### config.mk
export PLATFORM = sky130hd
export DESIGN_NAME = mem_port_arbiter
export DESIGN_NICKNAME = d
export VERILOG_FILES = /design/src/rtl/mem_port_arbiter.sv
export SDC_FILE = /design/constraint.sdc
export NUM_CORES = 1
export LEC_CHECK = 0
export CORE_AREA = 2 2 272 274
export CTS_BUF_LIST = sky130_fd_sc_hd__clkbuf_4
export CTS_CLUSTER_DIAMETER = 60
export CTS_CLUSTER_SIZE = 20
export DETAILED_ROUTE_END_ITERATION = 10
export DIE_AREA = 0 0 274 276
export SETUP_SLACK_MARGIN = 0.02
export SYNTH_ARGS = -nofsm -noshare
export SYNTH_HDL_FRONTEND = slang
export SYNTH_SLANG_ARGS = --single-unit
### constraint.sdc
create_clock -name clk -period 5.7 [get_ports clk]
set_input_delay 1.425 -clock clk [delete_from_list [all_inputs] [get_ports clk]]
set_output_delay 1.425 -clock clk [all_outputs]
set_load 0.05 [all_outputs]
### src/rtl/mem_port_arbiter.sv
// Shares one DRAM port between icache and dcache miss traffic using alternating
// priority, with a per-transaction watchdog and the core-wide miss stall.
module mem_port_arbiter #(
    parameter int ADDR_W  = 16,
    parameter int LINE_W  = 128,
    parameter int TIMEOUT = 255
) (
    input  logic              clk,
    input  logic              reset,
    input  logic              ic_req,
    input  logic [ADDR_W-1:0] ic_addr,
    output logic              ic_done,
    output logic [LINE_W-1:0] ic_rdata,
    input  logic              dc_req,
    input  logic              dc_rw,
    input  logic [ADDR_W-1:0] dc_addr,
    input  logic [LINE_W-1:0] dc_wdata,
    output logic              dc_done,
    output logic [LINE_W-1:0] dc_rdata,
    output logic              mem_valid,
    output logic              mem_rw,
    output logic [ADDR_W-1:0] mem_addr,
    output logic [LINE_W-1:0] mem_wdata,
    input  logic              mem_ready,
    input  logic [LINE_W-1:0] mem_rdata,
    output logic              cache_miss_stall,
    output logic              mem_err
);
    localparam int CNT_W = $clog2(TIMEOUT + 1);

    typedef enum logic [1:0] {IDLE, SERVE_I, SERVE_D, RESP} state_t;

    state_t              state_reg, state_next;
    logic                last_grant_d_reg;
    logic [CNT_W-1:0]    cnt_reg;
    logic                mem_valid_reg;
    logic                mem_rw_reg;
    logic [ADDR_W-1:0]   mem_addr_reg;
    logic [LINE_W-1:0]   mem_wdata_reg;
    logic [LINE_W-1:0]   ic_rdata_reg;
    logic [LINE_W-1:0]   dc_rdata_reg;
    logic                mem_err_reg;

    logic grant_d;
    logic serving;
    logic timed_out;

    // On a tie the side that did not win last time gets the port.
    assign grant_d   = dc_req & (~ic_req | ~last_grant_d_reg);
    assign serving   = (state_reg == SERVE_I) || (state_reg == SERVE_D);
    assign timed_out = ~mem_ready && (cnt_reg == CNT_W'(TIMEOUT));

    // State register
    always_ff @(posedge clk) begin
        if (!reset) state_reg <= IDLE;
        else        state_reg <= state_next;
    end

    // Next-state logic
    always_comb begin
        state_next = state_reg;
        case (state_reg)
            IDLE:    if (ic_req || dc_req) state_next = grant_d ? SERVE_D : SERVE_I;
            SERVE_I,
            SERVE_D: if (mem_ready || timed_out) state_next = RESP;
            RESP:    state_next = IDLE;
            default: state_next = IDLE;
        endcase
    end

    // Datapath: request latching, response capture and watchdog
    always_ff @(posedge clk) begin
        if (!reset) begin
            last_grant_d_reg <= 1'b1;
            cnt_reg          <= '0;
            mem_valid_reg    <= 1'b0;
            mem_rw_reg       <= 1'b0;
            mem_addr_reg     <= '0;
            mem_wdata_reg    <= '0;
            ic_rdata_reg     <= '0;
            dc_rdata_reg     <= '0;
            mem_err_reg      <= 1'b0;
        end else begin
            case (state_reg)
                IDLE: begin
                    if (ic_req || dc_req) begin
                        mem_valid_reg <= 1'b1;
                        cnt_reg       <= '0;
                        mem_rw_reg    <= grant_d ? dc_rw : 1'b0;
                        mem_addr_reg  <= grant_d ? dc_addr : ic_addr;
                        mem_wdata_reg <= grant_d ? dc_wdata : '0;
                    end
                end
                SERVE_I, SERVE_D: begin
                    if (mem_ready || timed_out) begin
                        mem_valid_reg    <= 1'b0;
                        last_grant_d_reg <= (state_reg == SERVE_D);
                        if (timed_out) mem_err_reg <= 1'b1;
                        // Writes and aborted transactions return an all-zero line.
                        if (state_reg == SERVE_D)
                            dc_rdata_reg <= (mem_rw_reg || timed_out) ? '0 : mem_rdata;
                        else
                            ic_rdata_reg <= timed_out ? '0 : mem_rdata;
                    end else begin
                        cnt_reg <= cnt_reg + CNT_W'(1);
                    end
                end
                default: ;
            endcase
        end
    end

    // Output logic
    always_comb begin
        ic_done = (state_reg == RESP) && !last_grant_d_reg;
        dc_done = (state_reg == RESP) &&  last_grant_d_reg;
        // The completed side's request is still high during its done cycle;
        // masking it lets the core advance in that cycle.
        cache_miss_stall = (ic_req & ~ic_done) | (dc_req & ~dc_done) | serving;
    end

    assign mem_valid = mem_valid_reg;
    assign mem_rw    = mem_rw_reg;
    assign mem_addr  = mem_addr_reg;
    assign mem_wdata = mem_wdata_reg;
    assign ic_rdata  = ic_rdata_reg;
    assign dc_rdata  = dc_rdata_reg;
    assign mem_err   = mem_err_reg;

endmodule

======== Yosys cells after proc, flatten, opt, wreduce, memory -nomap -nowiden ========
Index checks and enable logic that the tools add are counted.
cells by class
  divide/modulo/power cells ............... 0
  shift-type cells ........................ 0
  mux-type cells .......................... 15
  bitwise operators ....................... 12
  reductions and logical operators ........ 19
  add/sub/neg operators ................... 1
  multiply operators ...................... 0
  equality and inequality tests ........... 7
  order comparisons ....................... 0
operators by type and width
  operator             count
  $mux 128             3
  $mux 16              1
  $mux 8               2
  $pmux 8 s2           1
  $reduce_and 3->1     5
  $add 8x1->8 const B  1
  $eq 8x8->1 const B   1
  $mux 2               3
  $ne 2x2->1 const B   3
  $not 1->1            6
  $pmux 2 s3           1
  $reduce_and 2->1     3
  $eq 2x2->1 const B   2
  $logic_or 1x1->1     4
  $and 1x1->1          3
  $logic_and 1x1->1    3
  $mux 1               3
  $or 1x1->1           3
  $eq 2x1->1 const B   1
  $logic_not 2->1      1
  $pmux 1 s2           1
  $reduce_bool 2->1    1
  $reduce_or 2->1      1
  $logic_not 1->1      1
word-level totals
  memory bits (writable) .................. 0
  flip-flop bits (word level) ............. 414
  ROM bits ................................ 0
  memories ................................ 0
  logic and storage cells ................. 64
  bits in latches ......................... 0
  output and inout port bits .............. 406

======== Longest topological paths before layout ========
  word-level depth ........................ 6
  depth in mapped cells ................... 9
  depth with buffers taken out ............ 6

======== Least setup slack after synthesis ========
No wires, ideal clock.
  path type ............................... input -> output
  start ................................... in dc_req
  end ..................................... out cache_miss_stall
  setup slack ............................. 1706 ps
  path buffers ............................ 0
  arrival ................................. 2569 ps
  stages .................................. 2
  cell sequence ........................... a21oi_1 o21ai_0
between the ends
  longest elaborated chain between the ends .. 3
ends and longest elaborated chain
  element                  RTL line  RTL
  from (decl)              14        input logic dc_req,
  $and 1x1->1              119       cache_miss_stall = (ic_req & ~ic_done) | (dc_req & ~dc_done) | serving;
  $or 1x1->1 (2 in a row)  119
  to (decl)                26        output logic cache_miss_stall,
Every way passes these cells.

======== Final worst setup path ========
Same ends and word-level chain as after synthesis.

==> impl_results.md <==
* Gpl congestion at 0.9055
* CP Launch Type: primary input
* RSZ-0062 raised after global routing: no
* HP Start: dc_rdata[69]
* CTS hold repair buffers at 0
* Met3 WL at 4625 um
* Setup TNS at 0 ns
* Starting Density at 0.2162
* Placement Setup Slack at 1.141 ns
* Ranking of synthesized cells by area: dfxtp_1 53%, a21oi_1 8.3%, o21ai_0 8.3%
* Via count at 15684
* Max incr delay on CP at 0.86 ns
* Met1 wire length at 28550 um
* Post-route insts no fill at 3468
* Final net count at 2765
* Pin count of the biggest net entering global routing at 134
* Leakage at 8.363 nW
* GRT overflow at 0
* CP Capture Type: primary output
* Seq pwr share at 0.341
* Clock Latency Late Sink at 0.82 ns
* Via density at 4.522
* Top Ports at 700
* Final setup vio count at 0
* Die Y at 276 um
* P_int at 5.613 mW
* Hold endpoint: dc_rdata[69]
* Setup bufs post-CTS at 0
* Worst r2r src: state_reg[1]
* Slew Limit Fails at 0
* Cell count after synthesis at 1866
* TritonCTS Buffers at 43
* Drt initial violations at 1038
* DRT antenna net count at 0
* Number of antenna violations at the first check in global routing at 8
* Number of distinct library cells after synthesis at 44
* Required @ worst endpoint at 4.28 ns
* CP max-delay cell: clkdlybuf4s50_1
* Mean Syn Cell Area at 8.410 sq um
* TritonCTS clock tree: built
* Post-Syn Nets at 2165
* Slew HR at 0.2472
* Clock power share at 0.176
* Worst Path Arrival at 3.19 ns
* PD cells at 437.4 nW/um^2
* Clk slew on worst S/H paths at 0.15 ns
* Cell area after synthesis at 15690 sq um
* GR Util All Layers at 0.1638
* Max VDD drop at 0.2151 mV
* Hold Vio Cnt, Final at 0
* Root Buffer: clkbuf_4
* Power share of the combinational group at 0.483
* Dpl cells at 3380
* Share of post-route cells with drive strength above 1 at 0.04400
* Synth Warn # at 0
* Switch Pwr at 4.983 mW
* Hold Path Class: register to register
* Hold depth at 2
* Vias in the first global route at 14730
* Max Freq at 0.2167 GHz
* R2R depth at 6
* Critical Path, Cell by Cell: clkdlybuf4s50_1 > a21oi_1 > o21ai_0 > clkdlybuf4s50_1
* Fin crit share at 0.8098
* Post-synthesis sequential area ratio at 0.5281
* Sw frac at 0.4703
* First-pass GRT wire length at 96210 um
* CTS resizes at 0
* R2R Setup Slk at 2.82 ns
* Die width at 274 um
* Port bufs at 699
* Fill cells at 7615
* Clock Tree Buf Depth at 3
* Status: completed
* Area growth from synthesis to layout at 54.35%
* Core ar. at 72590 sq um
* Worst Max-Slew Pin Slew at 1.129 ns
* # Max-Cap Violations at 0
* Tmin final at 4.616 ns
* Wirelength per Cell at 18.88 um
* DR top layer: met5
* FF+latch count, synth at 414
* Crit path top cell by count: clkdlybuf4s50_1
* Worst-path maximum fanout at 5
* DRC errors left at 0
* Post-synth top area share at 0.5281
* End of the worst register-to-register path: ic_rdata[51]
* # rows at 99
* Metal2 WL at 30120 um
* Number of H-tree levels at 2
* Setup CP Type: primary input to primary output
* Overall power at 10.60 mW
* Final WL at 65480 um
* Die outline area at 75620 sq um
* # clock sinks at 414
* Pre-antenna DRT Iters at 5
* Fin worst setup slack at 1.084 ns
* DP HPWL at 45220 um
* Area leader, netlist: dfxtp_1
* Clk_skew at 0.06381 ns
==> power by group through the flow <==
stage	registers, mW	clock network, mW	logic, mW
finish	3.61	1.87	5.12
global route	3.66	2.06	5.47
CTS	3.61	1.96	5.16
detailed placement	3.66	0	5.15
global placement	3.66	0	5.13
floorplan	5.17	0	1.84
==> area by class of cell <==
class | count | area [sq um] | share of cell area
repair buffers | 721 | 7234 | 0.2987
clock inverters | 32 | 381.6 | 0.01576
multi-input cells | 1281 | 6715 | 0.2773
clock buffers | 47 | 352.8 | 0.01457
flip-flops and latches | 414 | 8288 | 0.3422
diodes | 9 | 22.52 | 0.0009298
well taps | 959 | 1200 | 0.04954
inverters | 5 | 26.28 | 0.001085
==> metal layers <==
metal,track usage,vias up
li1,-,7657
met1,0.2131,7395
met2,0.2599,520
met3,0.04308,110
met4,0.05839,2
met5,0,-
==> synth_stat cells (all sizes together) <==
cell type  count
mux2           1
or4            2
a211o          3
o21ai        261
a21oi        261
and3b          1
and4b          2
buf           56
nor4b          1
a22o           1
mux2i         17
nor2b          2
nor3b          1
o2111ai        1
nor3           3
and2         130
clkbuf       110
and3           4
nand3          9
a211oi        17
nor2         279
or3b           1
nand2        135
inv            5
a21boi         3
and4           2
and2b          1
o211ai         4
a21bo          1
a41oi          1
a31oi          2
a22oi        129
nand4          1
dfxtp        414
ha             5
==> per-stage QoR <==
step	area, sq um	utilization	hold slack (ns)
after CTS	24200	0.3334	0.4851
after detailed placement	23460	0.3233	0.4655
after floorplan	15690	-	0.4673
after global placement	23460	0.3233	0.4573
final	24220	0.3337	0.4819
after global routing	24220	0.3336	0.5061
==> layout by cell type (no fill, tap or decap), types with 3 or more instances in the layout <==
cell	instances
nor3_1	3
and2_1	129
nor2_1	278
a22oi_1	129
o211ai_1	4
diode_2	9
clkinv_4	7
clkinv_1	5
nand3_1	9
buf_4	17
inv_6	3
buf_12	6
inv_8	4
mux2i_1	17
o21ai_0	260
a21oi_1	260
a211o_1	3
a211oi_1	17
nand2_1	133
clkbuf_4	47
dfxtp_1	414
and3_1	4
clkdlybuf4s50_1	698
clkinv_8	5
inv_1	4
ha_1	4
bufinv_16	3
==> worst max-delay path by stage <==
stage          slack [ns]  cells past startpoint          from          endpoint
2_1_floorplan        1.71                      2        dc_req  cache_miss_stall
3_3_place_gp         1.16                      4        dc_req  cache_miss_stall
3_5_place_dp         1.14                      4        dc_req  cache_miss_stall
4_1_cts              0.99                      5  state_reg[1]  cache_miss_stall
5_1_grt              0.87                      5  state_reg[1]  cache_miss_stall
6_report             1.08                      4        dc_req  cache_miss_stall
==> cells by family (layout without fill, tap and decap cells) <==
kind of cell,Yosys count,count (layout),share of synthesized area
AOI/OAI and AO/OA,684,684,0.2453
adders and majority gates,5,5,0.003987
muxes,18,18,0.01156
buffers and inverters,171,805,0.04752
other,0,9,0
DFF,414,414,0.5281
and+or+nand+nor,574,574,0.1635
==> critical path, delay by kind of cell <==
kind	cells	cell delay (ns)
buffers and inverters	2	1.43
AOI/OAI and AO/OA	2	0.33
Power figures use the tool's default switching activity.
